$ cat src/rtl/video_frame_tx.sv
// video_frame_tx -- raster stream transmitter.
//
// Generates frame timing (vsync, vsync_neg_flag, o_de) and test-pattern pixel
// data on the same de/vsync_neg_flag/data interface the line-buffer and window
// blocks consume. Serves as a pattern source on hardware and as a bench driver.
//
// Ports:
//   clk             in   1   pixel clock
//   reset           in   1   synchronous reset, active-high
//   enable          in   1   level; request frames
//   mode            in   2   pattern select, sampled at frame start
//                            (0 h ramp, 1 v ramp, 2 8x8 checkerboard, 3 flat frame count)
//   vsync           out  1   vertical sync, active-high
//   vsync_neg_flag  out  1   1-clk pulse, first clk after vsync falls
//   o_de            out  1   active pixel strobe
//   dout            out  DW  pixel data, zero when o_de=0
//   busy            out  1   frame in progress
//   frame_done      out  1   1-clk pulse on last clk of each frame
//
// All outputs are registered and describe the raster position held in h_q/v_q.
// DW must not exceed 32.

module video_frame_tx #(
   parameter int unsigned DW       = 8,
   parameter int unsigned IW       = 1920,
   parameter int unsigned IH       = 1080,
   parameter int unsigned H_BLANK  = 280,
   parameter int unsigned V_BLANK  = 45,
   parameter int unsigned VS_LINES = 5
) (
   input  logic          clk,
   input  logic          reset,
   input  logic          enable,
   input  logic [1:0]    mode,
   output logic          vsync,
   output logic          vsync_neg_flag,
   output logic          o_de,
   output logic [DW-1:0] dout,
   output logic          busy,
   output logic          frame_done
);

   localparam int unsigned HT = IW + H_BLANK;
   localparam int unsigned VT = IH + V_BLANK;
   localparam int unsigned HW = $clog2(HT);
   localparam int unsigned VW = $clog2(VT);

   localparam logic [HW-1:0] H_MAX    = HW'(HT - 1);
   localparam logic [HW-1:0] H_ACT    = HW'(IW);
   localparam logic [VW-1:0] V_MAX    = VW'(VT - 1);
   localparam logic [VW-1:0] V_ACT    = VW'(IH);
   localparam logic [VW-1:0] V_VS_END = VW'(IH + VS_LINES);

   typedef enum logic [1:0] {StIdle, StRun, StStop} state_e;

   state_e        state_q;
   logic [HW-1:0] h_q, h_n;
   logic [VW-1:0] v_q, v_n;
   logic [1:0]    mode_q, mode_n;
   logic [DW-1:0] frame_cnt_q, cnt_n;
   logic [DW-1:0] flat_q, flat_n;
   logic [DW-1:0] pix_n;
   logic          at_end, in_frame, start, active_n, de_n;

   // Next raster position: everything registered below is a function of it,
   // so outputs line up with the counters.
   always_comb begin
      at_end   = (h_q == H_MAX) && (v_q == V_MAX);
      in_frame = (state_q != StIdle);
      // Only RUN chains frames back-to-back; STOP always drains to IDLE.
      start    = enable && ((state_q == StIdle) || ((state_q == StRun) && at_end));
      active_n = start || (in_frame && !at_end);

      h_n = '0;
      v_n = '0;
      if (active_n && !start) begin
         if (h_q == H_MAX) begin
            v_n = v_q + 1'b1;
         end else begin
            h_n = h_q + 1'b1;
            v_n = v_q;
         end
      end

      cnt_n  = (in_frame && at_end) ? frame_cnt_q + 1'b1 : frame_cnt_q;
      mode_n = start ? mode : mode_q;
      flat_n = start ? cnt_n : flat_q;
      de_n   = active_n && (h_n < H_ACT) && (v_n < V_ACT);

      case (mode_n)
         2'd0:    pix_n = DW'(h_n);
         2'd1:    pix_n = DW'(v_n);
         2'd2:    pix_n = (((32'(h_n) ^ 32'(v_n)) & 32'd8) != 32'd0) ? {DW{1'b1}} : '0;
         default: pix_n = flat_n;
      endcase
   end

   always_ff @(posedge clk) begin
      if (reset) begin
         state_q        <= StIdle;
         h_q            <= '0;
         v_q            <= '0;
         mode_q         <= '0;
         frame_cnt_q    <= '0;
         flat_q         <= '0;
         vsync          <= 1'b0;
         vsync_neg_flag <= 1'b0;
         o_de           <= 1'b0;
         dout           <= '0;
         busy           <= 1'b0;
         frame_done     <= 1'b0;
      end else begin
         case (state_q)
            StIdle: if (enable) state_q <= StRun;
            StRun: begin
               if (at_end)       state_q <= enable ? StRun : StIdle;
               else if (!enable) state_q <= StStop;
            end
            StStop:  if (at_end) state_q <= StIdle;
            default: state_q <= StIdle;
         endcase

         h_q            <= h_n;
         v_q            <= v_n;
         mode_q         <= mode_n;
         frame_cnt_q    <= cnt_n;
         flat_q         <= flat_n;
         o_de           <= de_n;
         dout           <= de_n ? pix_n : '0;
         vsync          <= active_n && (v_n >= V_ACT) && (v_n < V_VS_END);
         vsync_neg_flag <= active_n && (v_n == V_VS_END) && (h_n == '0);
         busy           <= active_n;
         frame_done     <= active_n && (h_n == H_MAX) && (v_n == V_MAX);
      end
   end

endmodule

$ cat config.mk
export PLATFORM = sky130hd
export DESIGN_NAME = video_frame_tx
export DESIGN_NICKNAME = d
export VERILOG_FILES = /design/src/rtl/video_frame_tx.sv
export SDC_FILE = /design/constraint.sdc
export NUM_CORES = 1
export LEC_CHECK = 0
export CAP_MARGIN = 15
export CORE_MARGIN = 2
export CORE_UTILIZATION = 59
export DETAILED_ROUTE_END_ITERATION = 10
export PLACE_DENSITY = 0.79
export SYNTH_ARGS = -nofsm -noshare
export SYNTH_HDL_FRONTEND = slang
export SYNTH_SLANG_ARGS = --single-unit
export TNS_END_PERCENT = 30
$ cat constraint.sdc
create_clock -name clk -period 3.2 [get_ports clk]
set_input_delay 0.96 -clock clk [delete_from_list [all_inputs] [get_ports clk]]
set_output_delay 0.96 -clock clk [all_outputs]
set_load 0.03 [all_outputs]
==> reports/metrics.yaml, run 1 <==
synthesis:
  netlist.area_leader.share: 0.357
  synthDistinctLibCells: 69
  syn_inst: 374
  synthArstFlopShare: 0
  ys_seq_elements: 56
  syn_nets: 383
  yosysWarnings: 0
  synth_top_area_cell: "dfxtp_1"
  synth_edf_count: 0
  ys_top_cells_by_area: "dfxtp_1 (36%), nor2_1 (5.4%), xor2_1 (3.9%)"
  syn-cell-area_um2: 3140
  ys_seq_area_frac: 0.357
  syn_area_per_cell_um2: 8.40
  synth_flop_cell: "dfxtp_1"
setup_path:
  critical_path_buf_inv_count: 0
  start_kind: "flip-flop"
  crit_fanout: 8
  timing.rr.start: "h_q[0]"
  path_cells: "ha_1, nand3_1, or4_4, nor3_4, xnor2_1, nand4_2, nor4_2, and4b_1"
  critPathSlowestCell: "or4_4"
  crit_path_end_kind: "flip-flop"
  r2r_setup_slack_ns: 0.24
  reg2reg_depth: 8
  r2r-end: "frame_done"
  required_ns: 3.45
  slowest_delay_ns: 0.55
  cp.arrival_ns: 3.21
  critPathTopFamily: "simple AND/OR/NAND/NOR gates"
  critPathKind: "reg -> reg"
finish:
  antenna_cells: 0
  fin_util: 0.683
  syn2layout_area_growth_pct: 11.0
  drive_gt1_frac: 0.129
  fin_nets: 402
  final_area_um2: 3490
  nFillCells: 451
route:
  wirelength_um: 8050
  remaining_drc_errors: 1
  viasPerCell: 6.32
  num_vias: 2931
  first_pass_iters: 10
  ant_nets: 0
  wire_per_inst_um: 17.4
  drt-initial-drc-count: 262
power_and_ir_drop:
  leakage_nw: 1.25
  p_total_mw: 1.30
  peakVddDrop_mv: 0.205
  power_density_nw_per_um2: 373
worst_hold_path:
  holdPathStages: 2
  hold_end: "frame_cnt_q[7]"
  hp-class: "reg -> reg"
  min_from: "frame_cnt_q[7]"
cts:
  cts_tree: "yes"
  cts.sinks: 56
  worstSkewPairLatency_ns: 0.31
  postCtsResizedCells: 0
  clkTransAtPathRegs_ns: 0.10
  postCtsSetupBuffers: 0
  cts-root-buf: "clkbuf_8"
  ctsHoldBuffers: 0
  h-tree-depth: 2
  clk_path_buf_depth: 2
  numCtsBuffers: 5
timing:
  whs_ns: 0.519
  period_needed_ns: 2.96
  fmax_ghz: 0.338
  timing.final.crit_share: 0.925
  setup_viol: 0
  worst_slew_pin_slew_ns: 0.726
  fin_skew_ns: 0.00595
  slew_headroom: 0.514
  finalHoldViolCount: 0
  rsz0062_at_grt: "false"
  finalSetupTns_ns: 0
  slew_viol_final: 0
placed_design:
  placed_area_um2: 3390
  dp_hpwl_um: 5980
  io_buffers: 17
  gp_congestion: 0.928
run_status:
  violations: "DRC"
  status: "finished, violations left"
floorplan:
  dieHeight_um: 77.0
  start_util: 0.615
  core.rowCount: 26
  ios: 18
  core-area_um2: 5110
  die_x_um: 77.0
  die_area_um2: 5920
global_routing:
  antenna_found_initial: 0
  grt_usage: 0.274
  grt_pass1_wl_um: 13000
  grt.overflow.total: 0
  grt_max_degree: 24
  grt_pass1_vias: 2646
run:
  drv_cap: 0
## layout make-up
cell class,instances,area [um^2],share of cell area
clock buffer,6,82.6,0.0237
clock inverter,2,13.8,0.00395
inverter,8,30.0,0.00861
multi-input combinational,286,1840,0.528
sequential,56,1120,0.321
tap,70,87.6,0.0251
timing repair buffer,36,313,0.0897
## through the flow
step,std cells,setup WS (ns)
3_5_place_dp,456,-0.00458
3_3_place_gp,456,0.0678
5_1_grt,464,0.0885
4_1_cts,464,0.258
2_1_floorplan,374,0.538
6_report,464,0.239
## cells by family after synthesis
| logic type | synth area share |
|---|---|
| AO/OA/AOI/OAI | 0.149 |
| XOR/XNOR | 0.0697 |
| adder cells (fa/ha/maj) | 0.0159 |
| buffers and inverters | 0.0573 |
| flip-flops | 0.357 |
| multiplexers | 0.0199 |
| AND/OR/NAND/NOR | 0.331 |
## worst max-delay path by stage
| stage | slack (ns) | to | cells past startpoint | start |
|---|---|---|---|---|
| 2_1_floorplan | 0.54 | frame_done | 9 | h_q[8] |
| 3_3_place_gp | 0.07 | dout[1] | 8 | enable |
| 3_5_place_dp | -0.005 | dout[1] | 8 | enable |
| 4_1_cts | 0.26 | frame_done | 8 | h_q[0] |
| 5_1_grt | 0.09 | frame_done | 8 | h_q[0] |
| 6_report | 0.24 | frame_done | 8 | h_q[0] |
## synth_stat cells, types with 3 or more instances
cell type	instances
and2_1	3
o211ai_1	3
nor2b_1	6
and3_1	3
a21o_1	3
nor4bb_1	3
nand4b_1	3
a211oi_1	5
o21ai_0	12
a21oi_1	13
xor2_1	14
clkbuf_1	13
nand3_1	14
inv_1	8
nand4_1	8
mux2i_1	4
nand2b_1	3
or2_2	4
nor3_1	23
dfxtp_1	56
nor4_1	13
buf_4	4
nand2_1	31
nor4b_1	3
nor2_1	45
xnor2_1	11
ha_1	4
or3_1	3
a211o_1	3
buf_6	3
a41oi_1	3
## power by group
| group | switching (mW) | internal [mW] |
|---|---|---|
| Combinational | 0.101 | 0.0613 |
| Clock | 0.240 | 0.178 |
| Sequential | 0.00881 | 0.712 |
## flip-flops by register name (all words and copies together) (netlist names)
register and cells:
h_q 12, v_q 11, dout 8, flat_q 8, frame_cnt_q 8, mode_q 2, state_q 2, busy 1
frame_done 1, o_de 1, vsync 1, vsync_neg_flag 1
## routing by layer
metal	vias up	global-route usage	part of all wire
met1	1381	0.393	0.46
met3	14	0.0412	0.077
met2	142	0.431	0.45
met5	-	0	0
met4	0	0.0732	0.013
li1	1394	-	-
## cell usage in the layout, fill, tap and decap left out, types with 6 or more instances in the layout
master / count
dfxtp_1: 56
nor2_1: 45
nand2_1: 31
nor3_1: 23
buf_4: 19
clkdlybuf4s50_1: 17
xor2_1: 14
nand3_1: 14
nor4_1: 13
a21oi_1: 13
o21ai_0: 12
xnor2_1: 11
inv_1: 8
nand4_1: 8
nor2b_1: 6
clkbuf_8: 6
## worst register-to-register path, stage by stage, from the launching register on
cell	delay, ns
dfxtp_1	0.51
ha_1	0.40
nand3_1	0.18
or4_4	0.55
nor3_4	0.22
xnor2_1	0.19
nand4_2	0.23
nor4_2	0.37
and4b_1	0.26
No activity file was read; power rests on OpenSTA's default activity.
==> inputs of run 2 (changes only) <==
--- a/config.mk
+++ b/config.mk
@@ -7,9 +7,10 @@
 export LEC_CHECK = 0
 export CAP_MARGIN = 15
 export CORE_MARGIN = 2
-export CORE_UTILIZATION = 59
+export CORE_UTILIZATION = 60
+export CTS_BUF_LIST = sky130_fd_sc_hd__clkbuf_4 sky130_fd_sc_hd__clkbuf_8
 export DETAILED_ROUTE_END_ITERATION = 10
-export PLACE_DENSITY = 0.79
+export PLACE_DENSITY = 0.8
 export SYNTH_ARGS = -nofsm -noshare
 export SYNTH_HDL_FRONTEND = slang
 export SYNTH_SLANG_ARGS = --single-unit
==> run 2 against run 1 <==
Die area down 1.6%. Core utilization rose by 0.66 points. Sequential power is essentially flat. The flow now finishes without violations. Critical endpoint unchanged.
==> reports/metrics.yaml, run 2 (synthesized netlist as in run 1, its figures left out) <==
floorplan:
  die_area_um2: 5830
  start_util: 0.619
  core.rowCount: 26
  dieHeight_um: 76.4
  core-area_um2: 5070
  ios: 18
  die_x_um: 76.4
route:
  ant_nets: 0
  wire_per_inst_um: 16.8
  remaining_drc_errors: 0
  num_vias: 2948
  viasPerCell: 6.34
  drt-initial-drc-count: 446
  first_pass_iters: 6
  wirelength_um: 7810
setup_path:
  cp.arrival_ns: 3.16
  critPathKind: "reg -> reg"
  slowest_delay_ns: 0.59
  start_kind: "flip-flop"
  critPathTopFamily: "simple AND/OR/NAND/NOR gates"
  crit_path_end_kind: "flip-flop"
  required_ns: 3.46
  crit_fanout: 8
  path_cells: "or4b_4, or4_4, nor3_4, xnor2_1, nand4_2, nor4_2, and4b_1"
  critical_path_buf_inv_count: 0
  critPathSlowestCell: "or4_4"
timing:
  whs_ns: 0.515
  fmax_ghz: 0.345
  rsz0062_at_grt: "false"
  slew_viol_final: 0
  slew_headroom: 0.592
  period_needed_ns: 2.90
  setup_viol: 0
  worst_slew_pin_slew_ns: 0.604
  finalHoldViolCount: 0
  fin_skew_ns: 0.00586
  timing.final.crit_share: 0.906
  finalSetupTns_ns: 0
power_and_ir_drop:
  leakage_nw: 1.25
  power_density_nw_per_um2: 375
  peakVddDrop_mv: 0.304
finish:
  nFillCells: 412
  syn2layout_area_growth_pct: 11.4
  top_register: "h_q"
  final_cell_mix: "dfxtp_1 (56), nor2_1 (45), nand2_1 (31)"
  layout_commonest_cell: "dfxtp_1"
  drive_gt1_frac: 0.132
  antenna_cells: 0
  largest_reg_flops: 12
  fin_nets: 403
  reg_top3: "h_q: 12 flops, v_q: 11 flops"
cts:
  h-tree-depth: 2
  clkTransAtPathRegs_ns: 0.10
  numCtsBuffers: 5
  postCtsResizedCells: 0
  cts.sinks: 56
  clk_path_buf_depth: 2
  cts_tree: "yes"
  cts-root-buf: "clkbuf_8"
  postCtsSetupBuffers: 0
  ctsHoldBuffers: 0
  worstSkewPairLatency_ns: 0.32
worst_hold_path:
  hp-class: "reg -> reg"
global_routing:
  grt_pass1_vias: 2692
  grt_pass1_wl_um: 12900
  antenna_found_initial: 0
  grt_usage: 0.275
  grt_max_degree: 33
  grt.overflow.total: 0
run:
  drv_cap: 0
placed_design:
  gp_congestion: 0.955
  dp_hpwl_um: 5780
  io_buffers: 17
run_status:
  status: "finished clean"
run 2: final timing paths:
kind                  start  depth (start not counted)  slack (ns)          to
hold reg to reg   flat_q[5]                          2        0.51   flat_q[5]
setup reg to reg     h_q[7]                          7        0.30  frame_done
hold / removal    flat_q[5]                          2        0.51   flat_q[5]
setup / recovery     h_q[7]                          7        0.30  frame_done
run 2: per-stage QoR:
| step | setup WS [ns] | util | power, mW | cell area, um^2 | instances |
|---|---|---|---|---|---|
| after floorplan | 0.538 | - | 0.835 | 3140 | 374 |
| after global placement | 0.0859 | 0.670 | 0.898 | 3400 | 457 |
| after detailed placement | 0.0483 | 0.670 | 0.900 | 3400 | 457 |
| after CTS | 0.341 | 0.690 | 1.32 | 3500 | 465 |
| after global routing | 0.131 | 0.690 | 1.36 | 3500 | 465 |
| final | 0.300 | 0.690 | 1.31 | 3500 | 465 |
run 2: worst reg2reg max path, cell delays in order (launching register included):
cell	delay, ns
dfxtp_1	0.49
or4b_4	0.52
or4_4	0.59
nor3_4	0.22
xnor2_1	0.20
nand4_2	0.23
nor4_2	0.36
and4b_1	0.25
run 2: area by class of cell:
type / count / area [um^2] / share of cell area
Multi-Input combinational cell: 286 / 1840 / 0.526
Clock inverter: 2 / 17.5 / 0.00501
Tap cell: 70 / 87.6 / 0.0250
Sequential cell: 56 / 1120 / 0.320
Clock buffer: 6 / 82.6 / 0.0236
Timing Repair Buffer: 37 / 320 / 0.0915
Inverter: 8 / 30.0 / 0.00858
run 2: report_power, final:
part	switching (mW)	internal, mW	leakage [nW]	total (mW)
sequential	0.00858	0.712	0.454	0.721
combinational	0.102	0.0655	0.744	0.168
clock	0.243	0.182	0.0522	0.425
total	0.354	0.959	1.25	1.31
run 2: layer usage:
| metal | global-route usage | wire [um] | vias up |
|---|---|---|---|
| li1 | - | - | 1395 |
| met1 | 0.364 | 3380 | 1394 |
| met2 | 0.447 | 3610 | 142 |
| met3 | 0.0486 | 604 | 17 |
| met4 | 0.111 | 214 | 0 |
| met5 | 0 | 0 | - |
==> inputs of run 3 (changes only) <==
--- a/config.mk
+++ b/config.mk
@@ -6,11 +6,13 @@
 export NUM_CORES = 1
 export LEC_CHECK = 0
 export CAP_MARGIN = 15
+export CELL_PAD_IN_SITES_DETAIL_PLACEMENT = 0
+export CELL_PAD_IN_SITES_GLOBAL_PLACEMENT = 1
 export CORE_MARGIN = 2
-export CORE_UTILIZATION = 60
+export CORE_UTILIZATION = 47
 export CTS_BUF_LIST = sky130_fd_sc_hd__clkbuf_4 sky130_fd_sc_hd__clkbuf_8
 export DETAILED_ROUTE_END_ITERATION = 10
-export PLACE_DENSITY = 0.8
+export PLACE_DENSITY_LB_ADDON = 0.1
 export SYNTH_ARGS = -nofsm -noshare
 export SYNTH_HDL_FRONTEND = slang
 export SYNTH_SLANG_ARGS = --single-unit
==> run 3 against run 2 <==
Global-route usage shrank 3.1 points. Design area grew 0.46%. Power shrank 1.3%. Highest routed layer unchanged.
==> reports/metrics.yaml, run 3 (synthesized netlist as in run 1, its figures left out) <==
global_routing:
  grt.overflow.total: 0
  grt_usage: 0.244
  grt_pass1_wl_um: 14200
  antenna_found_initial: 0
  grt_pass1_vias: 2702
  grt_max_degree: 31
run_status:
  status: "finished clean"
finish:
  multiInputGateArea_um2: 1840
  fin_nets: 405
  nFillCells: 608
  layout_commonest_cell: "dfxtp_1"
  largest_reg_flops: 12
  reg_top3: "h_q: 12 flops, v_q: 11 flops"
  fin_util: 0.547
  ff_latch_area_um2: 1120
  drive_gt1_frac: 0.136
  syn2layout_area_growth_pct: 11.9
  final_area_um2: 3520
  top_register: "h_q"
  antenna_cells: 0
  final_cell_mix: "dfxtp_1 (56), nor2_1 (45), nand2_1 (31)"
  final_cells: 474
floorplan:
  die_x_um: 85.8
  die_area_um2: 7350
  core-area_um2: 6420
  core.rowCount: 29
  start_util: 0.489
  dieHeight_um: 85.8
  ios: 18
route:
  wirelength_um: 8310
  met2_length_um: 3650
  dr_wl_met3_um: 300
  first_pass_iters: 4
  drt-initial-drc-count: 189
  num_vias: 2809
  ant_nets: 0
  remaining_drc_errors: 0
  drt-met1-wl_um: 4210
  highest_layer: "met4"
  wire_per_inst_um: 17.5
  viasPerCell: 5.93
setup_path:
  required_ns: 3.39
  crit_fanout: 4
  critPathSlowestCell: "clkdlybuf4s50_1"
  critPathKind: "in -> reg"
  cp.arrival_ns: 3.13
  crit_path_end_kind: "flip-flop"
  start_kind: "input pin"
  slowest_delay_ns: 0.49
  path_cells: "clkdlybuf4s50_1, nor2b_1, nand4_1, o211ai_1, a21bo_1, a211o_1, nor2_1, nor3_1"
timing:
  setup_viol: 0
  finalSetupTns_ns: 0
  worst_slew_pin_slew_ns: 0.659
  fin_skew_ns: 0.00711
  fmax_ghz: 0.341
  finalHoldViolCount: 0
  slew_headroom: 0.561
  timing.final.crit_share: 0.918
  period_needed_ns: 2.94
  rsz0062_at_grt: "false"
  slew_viol_final: 0
  fin_ws_ns: 0.264
placed_design:
  placed_area_um2: 3420
  dp_hpwl_um: 6310
  dp.cells: 466
  gp_congestion: 0.894
  preCtsSetupSlack_ns: -0.0542
  io_buffers: 17
cts:
  clkTransAtPathRegs_ns: 0.10
  clk_path_buf_depth: 2
  h-tree-depth: 2
  postCtsResizedCells: 0
  ctsHoldBuffers: 0
  numCtsBuffers: 5
  cts_tree: "yes"
  worstSkewPairLatency_ns: 0.31
  cts-root-buf: "clkbuf_8"
  cts.sinks: 56
  postCtsSetupBuffers: 0
power_and_ir_drop:
  power_density_nw_per_um2: 369
  swShare: 0.273
  leakage_nw: 1.25
  peakVddDrop_mv: 0.207
  combinationalPowerShare: 0.132
  seqPwrFrac: 0.555
  internal-power_uw: 942
  clkPwrFrac: 0.314
  p_switching_uw: 354
worst_hold_path:
  hp-class: "reg -> reg"
run:
  drv_cap: 0
==> run 3: area by class of cell <==
type	count	area share
Clock inverter	2	0.00463
Multi-Input combinational cell	286	0.523
Inverter	8	0.00854
Timing Repair Buffer	39	0.0954
Clock buffer	6	0.0217
Sequential cell	56	0.319
Tap cell	77	0.0274
==> run 3: metal layers <==
layer,track usage,vias to the layer above
met5,0,-
met4,0.0722,0
met3,0.0308,11
met2,0.374,58
met1,0.359,1338
li1,-,1402
==> run 3: power by group through the flow <==
| stage | clock, mW | sequential (mW) | combinational, mW |
|---|---|---|---|
| after detailed placement | 0 | 0.735 | 0.167 |
| after global routing | 0.447 | 0.721 | 0.184 |
| after CTS | 0.424 | 0.719 | 0.168 |
| after floorplan | 0 | 0.747 | 0.0877 |
| final | 0.407 | 0.719 | 0.171 |
| after global placement | 0 | 0.735 | 0.167 |
==> run 3: stage by stage <==
step / hold slack (ns) / power (mW)
2_1_floorplan: 0.453 / 0.835
4_1_cts: 0.520 / 1.31
3_5_place_dp: 0.485 / 0.902
6_report: 0.517 / 1.30
3_3_place_gp: 0.484 / 0.902
5_1_grt: 0.569 / 1.35
==> run 3: worst paths after layout <==
path | cells after the start | slack, ns | start | endpoint
hold / removal | 2 | 0.52 | flat_q[5] | flat_q[5]
setup / recovery | 8 | 0.26 | enable | dout[7]
hold reg to reg | 2 | 0.52 | flat_q[5] | flat_q[5]
setup reg to reg | 7 | 0.32 | h_q[7] | dout[7]
==> run 3: critical path: cells and delay by family <==
family                 cells  cell delay (ns)
AO/OA/AOI/OAI              3             0.94
buffers and inverters      1             0.49
AND/OR/NAND/NOR            4             0.72
